--- config.mk ---
export PLATFORM = sky130hd
export DESIGN_NAME = ccff_chain_loader
export DESIGN_NICKNAME = d
export VERILOG_FILES = /design/src/rtl/ccff_chain_loader_pkg.sv /design/src/rtl/ccff_chain_loader_rb_packer.sv /design/src/rtl/ccff_chain_loader.sv
export SDC_FILE = /design/constraint.sdc
export NUM_CORES = 1
export LEC_CHECK = 0
export BUFFER_PORTS_ARGS = -buffer_cell sky130_fd_sc_hd__buf_4
export CORE_ASPECT_RATIO = 2
export CORE_MARGIN = 1
export CORE_UTILIZATION = 60
export CTS_CLUSTER_DIAMETER = 150
export DETAILED_ROUTE_END_ITERATION = 10
export GPL_TIMING_DRIVEN = 0
export PLACE_DENSITY = 0.8
export SLEW_MARGIN = 10
export SYNTH_ARGS = -nofsm -noshare
export SYNTH_HDL_FRONTEND = slang
export SYNTH_SLANG_ARGS = --single-unit
--- constraint.sdc ---
create_clock -name prog_clk -period 4 [get_ports prog_clk]
set_input_delay 0.6 -clock prog_clk [delete_from_list [all_inputs] [get_ports prog_clk]]
set_output_delay 0.6 -clock prog_clk [all_outputs]
set_load 0.02 [all_outputs]
--- src/rtl/ccff_chain_loader_pkg.sv ---
// Shared types and helpers for the configuration-chain loader.
package ccff_loader_pkg;

  typedef enum logic [1:0] {
    IDLE  = 2'd0,
    LOAD  = 2'd1,
    DRAIN = 2'd2,
    DONE  = 2'd3
  } state_t;

  // Number of DATA_W-bit words needed to carry len bits.
  function automatic int unsigned word_count(input int unsigned len, input int unsigned w);
    return (len + w - 1) / w;
  endfunction

endpackage

--- src/rtl/ccff_chain_loader_rb_packer.sv ---
// Readback packer: gathers chain-tail bits into words and presents them
// through a single holding register on a valid/ready stream.
module ccff_rb_packer
  import ccff_loader_pkg::*;
#(
  parameter int unsigned DATA_W = 8
) (
  input  logic              clk,
  input  logic              rst,
  input  logic              clear,
  input  logic              shift,
  input  logic              tail,
  input  logic              last_bit,
  input  logic              rb_ready,
  output logic [DATA_W-1:0] rb_data,
  output logic              rb_valid,
  output logic              rb_last,
  output logic              can_accept,
  output logic              empty
);

  localparam int unsigned PC_W = $clog2(DATA_W + 1);
  localparam logic [PC_W-1:0] FULL_C = PC_W'(DATA_W);
  localparam logic [PC_W-1:0] ONE_C  = PC_W'(1);

  logic [DATA_W-1:0] pk_data;
  logic [DATA_W-1:0] hold_data;
  logic [DATA_W-1:0] pk_next;
  logic [DATA_W-1:0] pk_pad;
  logic [PC_W-1:0]   pk_cnt;
  logic [PC_W-1:0]   cnt_next;
  logic              pk_last;
  logic              hold_valid;
  logic              hold_last;
  logic              pk_full;
  logic              handshake;
  logic              hold_free;
  logic              word_done;

  // Next packer contents and whether a word completes on this edge.
  always_comb begin
    pk_full   = (pk_cnt == FULL_C);
    handshake = hold_valid && rb_ready;
    hold_free = !hold_valid || rb_ready;
    pk_next   = {pk_data[DATA_W-2:0], tail};
    cnt_next  = pk_cnt + ONE_C;
    word_done = shift && ((cnt_next == FULL_C) || last_bit);
    pk_pad    = pk_next << (FULL_C - cnt_next);
  end

  // A completed word goes straight to the holding register when it is free
  // (or being drained this cycle); otherwise it parks in the packer, which
  // then reports full and stalls the chain until the holding register drains.
  always_ff @(posedge clk) begin
    if (rst || clear) begin
      pk_data    <= '0;
      pk_cnt     <= '0;
      pk_last    <= 1'b0;
      hold_data  <= '0;
      hold_valid <= 1'b0;
      hold_last  <= 1'b0;
    end else begin
      if (handshake) begin
        hold_valid <= 1'b0;
      end
      if (word_done) begin
        if (hold_free) begin
          hold_data  <= pk_pad;
          hold_valid <= 1'b1;
          hold_last  <= last_bit;
          pk_data    <= '0;
          pk_cnt     <= '0;
          pk_last    <= 1'b0;
        end else begin
          pk_data <= pk_pad;
          pk_cnt  <= FULL_C;
          pk_last <= last_bit;
        end
      end else if (shift) begin
        pk_data <= pk_next;
        pk_cnt  <= cnt_next;
      end else if (pk_full && handshake) begin
        hold_data  <= pk_data;
        hold_valid <= 1'b1;
        hold_last  <= pk_last;
        pk_data    <= '0;
        pk_cnt     <= '0;
        pk_last    <= 1'b0;
      end
    end
  end

  assign rb_data    = hold_data;
  assign rb_valid   = hold_valid;
  assign rb_last    = hold_valid && hold_last;
  assign can_accept = !pk_full;
  assign empty      = (pk_cnt == '0) && !hold_valid;

endmodule

--- src/rtl/ccff_chain_loader.sv ---
// Configuration-chain master: serialises bitstream words into ccff_head and
// repacks the displaced chain contents from ccff_tail into a readback stream.
module ccff_chain_loader
  import ccff_loader_pkg::*;
#(
  parameter int unsigned CHAIN_LEN = 1024,
  parameter int unsigned DATA_W    = 8,
  parameter int unsigned CNT_W     = $clog2(CHAIN_LEN + 1)
) (
  input  logic              prog_clk,
  input  logic              prog_reset,
  input  logic              start,
  input  logic              abort,
  input  logic [DATA_W-1:0] in_data,
  input  logic              in_valid,
  output logic              in_ready,
  output logic              ccff_head,
  input  logic              ccff_tail,
  output logic              chain_shift_en,
  output logic [DATA_W-1:0] rb_data,
  output logic              rb_valid,
  input  logic              rb_ready,
  output logic              rb_last,
  output logic              busy,
  output logic              done
);

  localparam int unsigned WB_W = $clog2(DATA_W + 1);
  localparam logic [CNT_W-1:0] LEN_C  = CNT_W'(CHAIN_LEN);
  localparam logic [CNT_W-1:0] LAST_C = CNT_W'(CHAIN_LEN - 1);
  localparam logic [CNT_W-1:0] DW_C   = CNT_W'(DATA_W);
  localparam logic [CNT_W-1:0] CONE_C = CNT_W'(1);
  localparam logic [WB_W-1:0]  WFULL_C = WB_W'(DATA_W);
  localparam logic [WB_W-1:0]  WONE_C  = WB_W'(1);

  state_t            state;
  state_t            state_nxt;
  logic [CNT_W-1:0]  bit_cnt;
  logic [CNT_W-1:0]  fill_cnt;
  logic [CNT_W-1:0]  remaining;
  logic [DATA_W-1:0] word_reg;
  logic [WB_W-1:0]   word_bits;
  logic [WB_W-1:0]   load_bits;
  logic              shift;
  logic              accept;
  logic              restart;
  logic              last_bit;
  logic              can_accept;
  logic              rb_empty;

  // State register.
  always_ff @(posedge prog_clk) begin
    if (prog_reset) begin
      state <= IDLE;
    end else begin
      state <= state_nxt;
    end
  end

  // Next state plus shift/accept qualification.
  always_comb begin
    state_nxt = state;
    remaining = LEN_C - fill_cnt;
    load_bits = (remaining >= DW_C) ? WFULL_C : WB_W'(remaining);
    restart   = start && ((state == IDLE) || (state == DONE));
    last_bit  = (bit_cnt == LAST_C);
    shift     = (state == LOAD) && (word_bits != '0) && can_accept;
    // The word register also counts as empty while its final bit shifts
    // out, so the refill lands with no bubble.
    in_ready  = (state == LOAD) && (remaining != '0) &&
                ((word_bits == '0) || ((word_bits == WONE_C) && shift));
    accept    = in_valid && in_ready;
    unique case (state)
      IDLE, DONE: if (start) state_nxt = LOAD;
      LOAD:       if (bit_cnt == LEN_C) state_nxt = DRAIN;
      DRAIN:      if (rb_empty) state_nxt = DONE;
    endcase
    if (abort) begin
      state_nxt = IDLE;
    end
  end

  // Word register and counters; a partial final word is loaded with only its
  // useful bit count so the unused LSBs never reach the chain.
  always_ff @(posedge prog_clk) begin
    if (prog_reset || abort || restart) begin
      bit_cnt   <= '0;
      fill_cnt  <= '0;
      word_reg  <= '0;
      word_bits <= '0;
    end else begin
      if (shift) begin
        bit_cnt <= bit_cnt + CONE_C;
      end
      if (accept) begin
        word_reg  <= in_data;
        word_bits <= load_bits;
        fill_cnt  <= fill_cnt + CNT_W'(load_bits);
      end else if (shift) begin
        word_reg  <= {word_reg[DATA_W-2:0], 1'b0};
        word_bits <= word_bits - WONE_C;
      end
    end
  end

  ccff_rb_packer #(
    .DATA_W(DATA_W)
  ) u_packer (
    .clk        (prog_clk),
    .rst        (prog_reset),
    .clear      (abort),
    .shift      (shift),
    .tail       (ccff_tail),
    .last_bit   (last_bit),
    .rb_ready   (rb_ready),
    .rb_data    (rb_data),
    .rb_valid   (rb_valid),
    .rb_last    (rb_last),
    .can_accept (can_accept),
    .empty      (rb_empty)
  );

  assign ccff_head      = word_reg[DATA_W-1];
  assign chain_shift_en = shift;
  assign busy           = (state == LOAD) || (state == DRAIN);
  assign done           = (state == DONE);

endmodule

* Yosys cells after proc, flatten, opt, wreduce, memory -nomap -nowiden
Cells that the tools add are included.
** Operators by class
- Add/sub/neg operators :: 6
- Magnitude comparators :: 1
- Eq/ne operators :: 13
- Shift-type cells :: 1
- Mux-type cells :: 34
- Reductions and logical operators :: 34
** Operators with widths (number)
- $mux W8 :: 10
- $mux W4 :: 7
- $mux W1 :: 13
- $logic_and A1 B1 Y1 :: 12
- $add A11 B1 Y11 const B :: 1
- $add A11 B4 Y11 :: 1
- $eq A11 B10 Y1 const B :: 1
- $eq A11 B11 Y1 const B :: 1
- $ge A11 B4 Y1 const B :: 1
- $reduce_bool A11 Y1 :: 1
- $sub A11 B11 Y11 const A :: 1
- $eq A4 B4 Y1 const B :: 2
- $logic_not A4 Y1 :: 2
- $shl A8 B4 Y8 :: 1
- $logic_or A1 B1 Y1 :: 7
- $mux W2 :: 3
- $ne A2 B2 Y1 const B :: 3
- $pmux W2 S3 :: 1
- $reduce_and A3 Y1 :: 2
- $add A4 B1 Y4 const B :: 1
- $eq A2 B2 Y1 const B :: 2
- $eq A4 B1 Y1 const B :: 1
- $ne A2 B1 Y1 const B :: 2
- $reduce_bool A2 Y1 :: 2
- other kinds (9) :: 11
** Word-level totals
- Register bits :: 59
- Bits of input ports :: 15
- Output and inout bits :: 15
- Word-level logic and storage cells :: 100

* Logic depth before layout (Yosys ltp)
Gate-level depths: netlist (run 1).
- Depth in word-level cells :: 8
- Depth in mapped cells :: 18
- Mapped depth without buffers :: 15

* Hierarchy
From an unflattened synthesis (run 1), not the netlist that was laid out.
** Unflattened totals
- Cells, all modules :: 482
- Area total of the unflattened synthesis :: 4005.1 um2
** Modules (own cells, without submodules)
- ccff_chain_loader :: times used 1, cells each 280, area an instance 2338.5 um2, sequential area each 720.7 um2
- ccff_rb_packer :: times used 1, cells each 202, area an instance 1666.6 um2, sequential area each 460.4 um2

* Worst setup path before layout (run 1)
Ideal clock, no wire load.
- Path kind :: register -> register
- From :: register fill_cnt[1]
- To :: register fill_cnt[10]
- Setup time :: 0.128 ns
- Arrival :: 3.166 ns
- Required time :: 3.872 ns
- Path slack :: 0.707 ns
- Stages on the path, launching flop included :: 19
- Buffers on the path :: 3
- Period minus slack after synthesis :: 3.293 ns
- Cells stage by stage :: dfxtp_1 > buf_6 > inv_1 > ha_1 > nand2b_1 > or4_4 > and4_4 > buf_6 > o21ai_1 > nor2_1 > a21o_1 > ha_1 > clkbuf_1 > o211ai_1 > o211ai_1 > a41o_1 > nand3_1 > xor2_1 > nor2_1
** On the way
- Cells in the longest elaborated chain, start to end :: 5
- Elaborated cells on any way between the ends :: 8
- Classes of those cells :: add/sub (2); order compare (1); mux (1); reduce/logical (4)
** RTL lines
- start, declared :: line ccff_chain_loader.sv:39 : logic [CNT_W-1:0] fill_cnt;
- start signal, assigned :: line ccff_chain_loader.sv:98 : fill_cnt <= fill_cnt + CNT_W'(load_bits);
- branches (longest 5 deep; another with $sub A11 B11 Y11)
Several ways; the timed one is not identified.
A chain may end at the register's enable or synchronous reset.

* Worst setup path after layout (run 1)
- From :: register fill_cnt[0]
- To :: register fill_cnt[8]
Same word-level chain as after synthesis.

==> results.txt, run 1 <==
The critical path goes through inv_1 > ha_1 > nand2b_1 > or4_4 > nor4_4 > o21ai_2 > nor2_2 > a21o_1 > ha_1 > clkbuf_1 > nor2b_1 > o211ai_1 > a31o_2 > nand4_1 > xor2_1 > nor2_1. The global-route wire length before repair was 14340 um; the maximum root-to-sink buffer count was 2. The floorplan step set the die width to 56.07 um. Sorting the synthesized cells by how often they occur yields sky130_fd_sc_hd__dfxtp_1, sky130_fd_sc_hd__nor2_1, sky130_fd_sc_hd__nand2_1, sky130_fd_sc_hd__a21oi_1, sky130_fd_sc_hd__o21ai_0. The biggest fanout along the worst timing path came out at 8. The largest registers in the layout are bit_cnt x11, fill_cnt x11.

Data on the critical path is required at its endpoint by 4.20 ns. Summing the areas of all and, or, nand and nor instances in the mapped netlist gives 25.71% of the synthesized area. The unique cell type count in the Yosys netlist is 67, and the via density per instance is 6.291.

The fraction of synthesized cell area taken by the top area cell type came out at 33.67%. After Yosys synthesis, XOR and XNOR cells account for 4.993% of the synthesized area. Worst stage delay on the critical path: 0.47 ns. Grouping stages by cell kind, the critical path spends the most delay in simple AND/OR/NAND/NOR gates. For this design, the CTS-stage hold fixing added 0 buffers.

For this run, design rule violations remaining after detail routing come to 0. The tightest min-delay check is of the flop to flop type. Yosys instantiated no cell more often than sky130_fd_sc_hd__dfxtp_1. During I/O placement, the number of pins put on the boundary was 30. Initial antenna violation count: 0. In this run, synthesis produced a sequential element count of 59. In this run, CTS created clock tree buffers numbering 9.

The final layout contains 488 nets. The final critical-path required period is 3.748 ns, and the total nets after synthesis is 448. The clock latency on the worst-skew pair is 0.33 ns. The flow ran to the end, and the final reports show no timing, DRC or antenna violations. After global routing the overflow that remains totals 0.

The number of global-route vias before repair was 3146. Sorting the synthesized cells by area gives the leading types as sky130_fd_sc_hd__dfxtp_1, sky130_fd_sc_hd__nor2_1, sky130_fd_sc_hd__ha_1. The tool flagged a number of max-cap violations equal to 0. For this run, the leading register cell type out of synthesis is sky130_fd_sc_hd__dfxtp_1.

Clock-pin slew was measured on the worst setup and hold paths at 0.05 ns. TritonCTS built the clock tree. The H-tree was split into 3 levels.

0 antenna diodes ended up in the layout. Multiplexer share of the synthesized area: 7.275%. For the total iterations of the first detailed-routing run, the log shows 6. The post-synthesis async set-or-reset flop share came out at 0%. In this run the remaining antenna-violating nets after routing total 0. For the sum of net half-perimeters after detailed placement, the log shows 6561 um. The number of hold violations in the final report is 0.

Synthesized area divided by synthesized cell count: 8.353 um2. The synthesized netlist devotes 18.65% of its cell area to compound gates. The maximum clock skew at final layout came out at 0.008100 ns. Setup violations remaining at the end of the flow were counted as 0. In this run, synthesis inferred 0 flip-flops with an integrated enable. Data on the critical path arrives at its endpoint at 3.95 ns.

Summed over all failing endpoints, the final setup total negative slack is 0 ns. The post-detailed-route wirelength per cell was 17.22 um; the peak clock frequency supported by timing was 266.8 MHz. After synthesis, the largest family of logic cells by area is simple AND/OR/NAND/NOR gates.

Detailed routing inserted a total of 3303 vias. The initial utilization of the core area, before any placement, comes to 61.98%. Summing every instance area after synthesis gives 3508 um2.

The buffer and inverter count on the worst path is 2, and the number of warnings printed during yosys synthesis is 0. On the critical path, the stage with the largest delay is an instance of sky130_fd_sc_hd__or4_4. Synthesis produced a netlist whose cell count is 420. Sequential cells were found to cover 33.67% of the synthesized design area.

The first routing iteration left 170 violations. The number of pins exceeding their max-slew limit in the final report was 0. Across the VDD grid, the largest voltage drop is 335.4 uV. The worst relative slew slack is 58.59%. Post-route clock period utilization: 93.69%. The biggest area contributor in the post-synthesis netlist is sky130_fd_sc_hd__dfxtp_1. After Yosys synthesis, full adders, half adders and majority gates account for 4.636% of the synthesized area.

STA classifies the critical path startpoint as a flop. Global placer's final weighted congestion: 0.9176. Overall track demand over capacity in global routing: 30.13%. The layout cell share with drive strength beyond 1 is 17.67%. For the wire length after detailed routing, the log shows 9040 um. The power density normalized to cell area is 347.1 nW/um2. Count of port buffers added during placement: 29. STA classifies the critical path endpoint as a flop. The setup path with the least slack is of type flop to flop. Setup repair after global routing left no endpoint under its margin. For the die area, the log shows 6176 um2. In this run the standard cell core region covers 5660 um2. In this run the clock root is driven by a sky130_fd_sc_hd__clkbuf_16. Entering global routing, the biggest net connects 11 pins. Summing internal, switching and leakage power gives 1.424 mW. Counting stages on the worst path, the most repeated cell is sky130_fd_sc_hd__ha_1. The analysis attributes to cell leakage a power of 1.520 nW. For the pin with the worst max-slew slack, the measured transition is 0.6211 ns. Total number of clock tree sinks: 59. The floorplan step set the die height to 110.1 um.

The number of placement rows is 39, and the number of buffers added for setup after CTS is 0. Gates resized during post-CTS repair numbered 0. Relative to the synthesized area, the layout overhead comes to 16.90%.
-- cells by family (layout without fill, tap and decap cells) --
logic type | after synthesis | in the layout
AOI/OAI and AO/OA | 100 | 100
and+or+nand+nor | 169 | 169
DFF | 59 | 59
buffers and inverters | 40 | 84
xor gates and xnor gates | 20 | 20
muxes | 19 | 19
adders and majority gates | 13 | 13
-- report_power, final --
group / internal (mW) / switching (mW)
clock: 0.492 / 0.270
sequential: 0.591 / 0.00298
combinational: 0.0265 / 0.0406
-- path summary, 6_finish.rpt --
| kind | startpoint | end | slack (ns) | cells past startpoint |
|---|---|---|---|---|
| setup / recovery | fill_cnt[0]$_SDFFE_PP0P_ | fill_cnt[8]$_SDFFE_PP0P_ | 0.25 | 16 |
| hold / removal | word_reg[0]$_SDFFE_PP0P_ | word_reg[0]$_SDFFE_PP0P_ | 0.47 | 2 |
| setup reg to reg | fill_cnt[0]$_SDFFE_PP0P_ | fill_cnt[8]$_SDFFE_PP0P_ | 0.25 | 16 |
| hold reg to reg | word_reg[0]$_SDFFE_PP0P_ | word_reg[0]$_SDFFE_PP0P_ | 0.47 | 2 |
-- through the flow --
step           utilization (%)  worst slack (ns)  hold WS (ns)  instance area [um2]  std cells
2_1_floorplan                -            0.7067        0.4472                 3508        420
3_3_place_gp             67.18            0.3119        0.4634                 3802        510
3_5_place_dp             67.18            0.2695        0.4693                 3802        510
4_1_cts                  72.35            0.2175        0.4768                 4095        525
5_1_grt                  72.46           0.03221        0.5025                 4101        525
6_report                 72.46            0.2523        0.4731                 4101        525
-- area by class of cell --
class / instances / area, um2
clock inverter: 5 / 53.80
sequential: 59 / 1181
clock buffer: 10 / 239.0
inverter: 15 / 56.30
multi-input combinational: 321 / 2156
buffer: 25 / 121.4
timing repair buffer: 29 / 217.7
tap: 61 / 76.32
fill: 452 / 1559
-- cell usage in the layout (no fill, tap or decap), types with 3 or more instances in the layout --
master,n
sky130_fd_sc_hd__dfxtp_1,59
sky130_fd_sc_hd__nor2_1,56
sky130_fd_sc_hd__nand2_1,34
sky130_fd_sc_hd__a21oi_1,32
sky130_fd_sc_hd__buf_4,31
sky130_fd_sc_hd__o21ai_0,18
sky130_fd_sc_hd__nand3_1,17
sky130_fd_sc_hd__inv_1,14
sky130_fd_sc_hd__clkbuf_1,13
sky130_fd_sc_hd__xor2_1,13
sky130_fd_sc_hd__ha_1,13
sky130_fd_sc_hd__mux2i_1,12
sky130_fd_sc_hd__a211oi_1,11
sky130_fd_sc_hd__clkbuf_16,9
sky130_fd_sc_hd__nand2b_1,7
sky130_fd_sc_hd__xnor2_1,7
sky130_fd_sc_hd__nor2b_1,6
sky130_fd_sc_hd__nor3_1,6
sky130_fd_sc_hd__and2_1,6
sky130_fd_sc_hd__o211ai_1,5
sky130_fd_sc_hd__mux4_2,5
sky130_fd_sc_hd__a222oi_1,5
sky130_fd_sc_hd__buf_2,4
sky130_fd_sc_hd__buf_1,4
sky130_fd_sc_hd__a31oi_1,4
sky130_fd_sc_hd__a22oi_1,4
sky130_fd_sc_hd__nand4_1,4
sky130_fd_sc_hd__or2_2,3
sky130_fd_sc_hd__nor4_1,3
sky130_fd_sc_hd__clkinv_2,3
-- tightest hold or removal path, delay by kind of cell (launching register included) --
family           cells  cell delay, ns
flip-flops           1            0.30
AO/OA/AOI/OAI        1            0.06
AND/OR/NAND/NOR      1            0.06
-- layer usage --
metal	routed length [um]	GRT usage [%]
met2	5217	59.78
met1	3153	27.23
met4	378	20.73
met5	0	0
met3	291	4.317
No activity file was read; power rests on OpenSTA's default activity.
==> run 2: changes to the inputs <==
--- a/config.mk
+++ b/config.mk
@@ -11,7 +11,6 @@
 export CORE_UTILIZATION = 60
 export CTS_CLUSTER_DIAMETER = 150
 export DETAILED_ROUTE_END_ITERATION = 10
-export GPL_TIMING_DRIVEN = 0
 export PLACE_DENSITY = 0.8
 export SLEW_MARGIN = 10
 export SYNTH_ARGS = -nofsm -noshare
==> run 2 against run 1 <==
  * Non-clock buffer count decreased by 18
  * Total power up 12%
  * Cell area decreased by 0.24%
  * Combinational power is 5.2% lower
  * Via count decreased by 3.6%
  * Die area stayed put
  * Clock skew up 0.0014 ns
  * Register-to-register slack improved by 0.12 ns
  * Critical endpoint is now fill_cnt[10]$_SDFFE_PP0P_
  * Largest cell class unchanged
==> results.txt, run 2 (synthesized netlist as in run 1, its figures left out) <==
The final setup slack of the worst path came out at 0.3707 ns (was 0.2523 ns). Worst-path cell chain: inv_1 > ha_1 > nand2b_1 > or4_4 > nor4_4 > o21ai_1 > nor2_1 > a21o_1 > ha_1 > nor2b_1 > o211ai_1 > a41o_1 > nand3_1 > xor2_1 > nor2_1 (was inv_1 > ha_1 > nand2b_1 > or4_4 > nor4_4 > o21ai_2 > nor2_2 > a21o_1 > ha_1 > clkbuf_1 > nor2b_1 > o211ai_1 > a31o_2 > nand4_1 > xor2_1 > nor2_1). For the number of DRC violations after detailed-routing iteration 0, the log shows 169 (was 170). The maximum resistive drop on vdd is 385.6 uV (was 335.4 uV). The vertical extent of the die works out to 110.1 um (unchanged). The run gives 0 ns (unchanged) as the total negative slack for setup checks. For the number of pins exceeding their max-slew limit in the final report, the log shows 0 (unchanged). The run gives 72.28% (was 72.46%) as the post-layout utilization of the core.

The finished layout cell area is 4091 um2 (was 4101 um2). The flow ran to the end, and the final reports show no timing, DRC or antenna violations. The layout cell share with drive strength beyond 1 came out at 17.45% (was 17.67%). The post-place instance area is 3734 um2 (was 3802 um2), and the cell depth of the worst hold path is 2 (unchanged). The biggest fanout along the worst timing path was 10 (was 8); the number of nets still failing antenna checks after routing was 0 (unchanged). The tools report the max-cap check violation count as 0 (unchanged). The via density per instance was 6.270 (was 6.291).

The tools report the number of hold violations in the final report as 0 (unchanged). Most common library cell in the layout ignoring fill and taps: sky130_fd_sc_hd__dfxtp_1 (unchanged). The maximum root-to-sink buffer count came out at 2 (unchanged).

Worst reg2reg path startpoint: fill_cnt[1]$_SDFFE_PP0P_ (was fill_cnt[0]$_SDFFE_PP0P_). The logs give 27.88% (was 27.23%) for the met1 global-route usage and 51.02% (was 59.78%) for the global routing met2 resource utilization. The overall track demand over capacity in global routing is 27.49% (was 30.13%), and the transition time at the pin with the least slew margin is 1.126 ns (was 0.6211 ns).

Endpoint kind of the worst setup timing path: a flop (unchanged). Number of top-level pins: 30 (unchanged). For the number of non-filler instances in the completed layout, the log shows 508 (was 525). The most used routing layer is met2 (unchanged). For the maximum number of pins on one net before global-route repair, the log shows 34 (was 11).

The critical path launch point type is a flop (unchanged). The worst path arrival time is 3.83 ns (was 3.95 ns). The number of antenna diodes was 0 (unchanged). For the clock buffer count from CTS, the log shows 9 (unchanged). The final critical-path required period is 3.629 ns (was 3.748 ns).

The tools report the global-route wire length before repair as 13400 um (was 14340 um). The filler cell count in the final layout is 455 (was 452). The cell count of the worst reg-to-reg path is 15 (was 16). The run gives 39 (unchanged) as the number of placement rows.

The worst relative slew slack came out at 24.55% (was 58.59%). The logs give 61.98% (unchanged) for the effective utilization at floorplan and 3.034% (was 4.317%) for the met3 layer usage reported by global route. The total number of clock tree sinks came out at 59 (unchanged). The total setup violations reported at the end of the flow came out at 0 (unchanged). The growth of design area from synthesis to finish came out at 16.62% (was 16.90%). The residual overflow from global routing came out at 0 (unchanged).

The tools report the endpoint of the most critical setup path as fill_cnt[10]$_SDFFE_PP0P_ (was fill_cnt[8]$_SDFFE_PP0P_). The tools report the number of nets in the layout as 470 (was 488). The clock slew seen by the registers of the worst setup and hold paths came out at 0.05 ns (about the same). Endpoint of the most critical register-to-register path: fill_cnt[10]$_SDFFE_PP0P_ (was fill_cnt[8]$_SDFFE_PP0P_). The logs give 0.37 ns (was 0.25 ns) for the setup slack of the worst register-to-register path and 0 (unchanged) for the quantity of hold-fixing buffers added after cts. TritonCTS built the clock tree. The wire length after detailed routing came out at 8088 um (was 9040 um).

Initial antenna violation count: 0 (unchanged). The classification of the worst setup path was flop to flop (unchanged). The post-route clock period utilization works out to 90.73% (was 93.69%).

For the number of buffers added for setup after CTS, the log shows 0 (unchanged). The cell at the slowest stage of the critical path was sky130_fd_sc_hd__or4_4 (unchanged). The clock latency on the worst-skew pair is 0.33 ns (about the same).

Largest registers ranked by flip-flop count: bit_cnt x11, fill_cnt x11 (unchanged). The via count is 3185 (was 3303). The tools report the number of global-route vias before repair as 3041 (was 3146).

Critical path required time: 4.20 ns (about the same). Sum of net half-perimeters after detailed placement: 5692 um (was 6561 um). Total iterations of the first detailed-routing run: 5 (was 6). Type of the worst min-delay path: flop to flop (unchanged). The x dimension of the die is 56.07 um (unchanged), and the power density normalized to cell area is 390.9 nW/um2 (was 347.1 nW/um2). The post-detailed-route wirelength per cell is 15.92 um (was 17.22 um). The global placer's final weighted congestion is 0.9133 (was 0.9176). The worst stage delay on the critical path came out at 0.47 ns (about the same). The cell at the root of the clock tree is sky130_fd_sc_hd__clkbuf_16 (unchanged).

Commonest non-fill, non-tap cells in the layout: sky130_fd_sc_hd__dfxtp_1, sky130_fd_sc_hd__nor2_1, sky130_fd_sc_hd__buf_4 (was sky130_fd_sc_hd__dfxtp_1, sky130_fd_sc_hd__nor2_1, sky130_fd_sc_hd__nand2_1). Setup repair after global routing left no endpoint under its margin. The maximum clock skew at final layout came out at 0.009516 ns (was 0.008100 ns).

For the static leakage, the log shows 1.524 nW (was 1.520 nW). The core area was 5660 um2 (unchanged). The tools report the total DRC errors in the routed layout as 0 (unchanged). The post-CTS resize count was 0 (unchanged). The tools report the worst setup slack after placement as 0.4399 ns (was 0.2695 ns). The worst setup path startpoint was fill_cnt[1]$_SDFFE_PP0P_ (was fill_cnt[0]$_SDFFE_PP0P_). For the CTS H-tree depth, the log shows 3 (unchanged).

The peak clock frequency supported by timing is 275.5 MHz (was 266.8 MHz). The number of placed instances, taps included is 492 (was 510). The count of port buffers added during placement was 29 (unchanged).

For the die area, the log shows 6176 um2 (unchanged).
[run 2: changes by cell type in the layout (fill, tap and decap cells not counted), sizes merged]
cell	change
buf	-5
bufinv	+3
clkbuf	-12
clkinv	-3
[run 2: worst min path at each step]
stage | slack, ns | end | startpoint
after floorplan | 0.45 | word_reg[0]$_SDFFE_PP0P_ | word_reg[0]$_SDFFE_PP0P_
after global placement | 0.46 | word_reg[0]$_SDFFE_PP0P_ | word_reg[0]$_SDFFE_PP0P_
after detailed placement | 0.47 | u_packer.rb_data[7]$_SDFFE_PP0P_ | u_packer.pk_data[7]$_SDFFE_PP0P_
after CTS | 0.47 | u_packer.rb_data[7]$_SDFFE_PP0P_ | u_packer.pk_data[7]$_SDFFE_PP0P_
after global routing | 0.50 | u_packer.rb_data[7]$_SDFFE_PP0P_ | u_packer.pk_data[7]$_SDFFE_PP0P_
final | 0.47 | u_packer.rb_data[7]$_SDFFE_PP0P_ | u_packer.pk_data[7]$_SDFFE_PP0P_
[run 2: layout make-up]
class                           instances  area [um2]  area share, %
Inverter                               15       56.30          1.376
Timing Repair Buffer                   36       270.3          6.606
Multi-Input combinational cell        321        2150          52.54
Clock inverter                          5       125.1          3.058
Sequential cell                        59        1181          28.87
Tap cell                               61       76.32          1.865
Clock buffer                           11       232.7          5.688
[run 2: per-layer routing]
metal	vias up	part of all wire (%)
li1	1553	-
met2	110	54
met5	-	0
met1	1499	37
met3	23	4.3
met4	0	3.9
[run 2: worst max-delay path: cells and delay by family, from the launching register on]
| kind | cells | cell delay (ns) |
|---|---|---|
| buffers and inverters | 1 | 0.12 |
| AOI/OAI and AO/OA | 4 | 0.82 |
| adders and majority gates | 2 | 0.65 |
| DFF | 1 | 0.40 |
| and+or+nand+nor | 7 | 1.36 |
| xor gates and xnor gates | 1 | 0.15 |
[run 2: power by group]
group          leakage [nW]  total, mW  switching [mW]  internal, mW
combinational         0.875     0.0636          0.0370        0.0266
sequential            0.475      0.594         0.00300         0.591
clock                 0.174      0.941           0.271         0.670
total                  1.52       1.60           0.311          1.29
[run 2: through the flow]
step / total power [mW] / hold WS (ns)
detailed placement: 0.6697 / 0.4664
global route: 1.637 / 0.4976
CTS: 1.604 / 0.4721
global placement: 0.6681 / 0.4568
floorplan: 0.6433 / 0.4472
finish: 1.599 / 0.4728
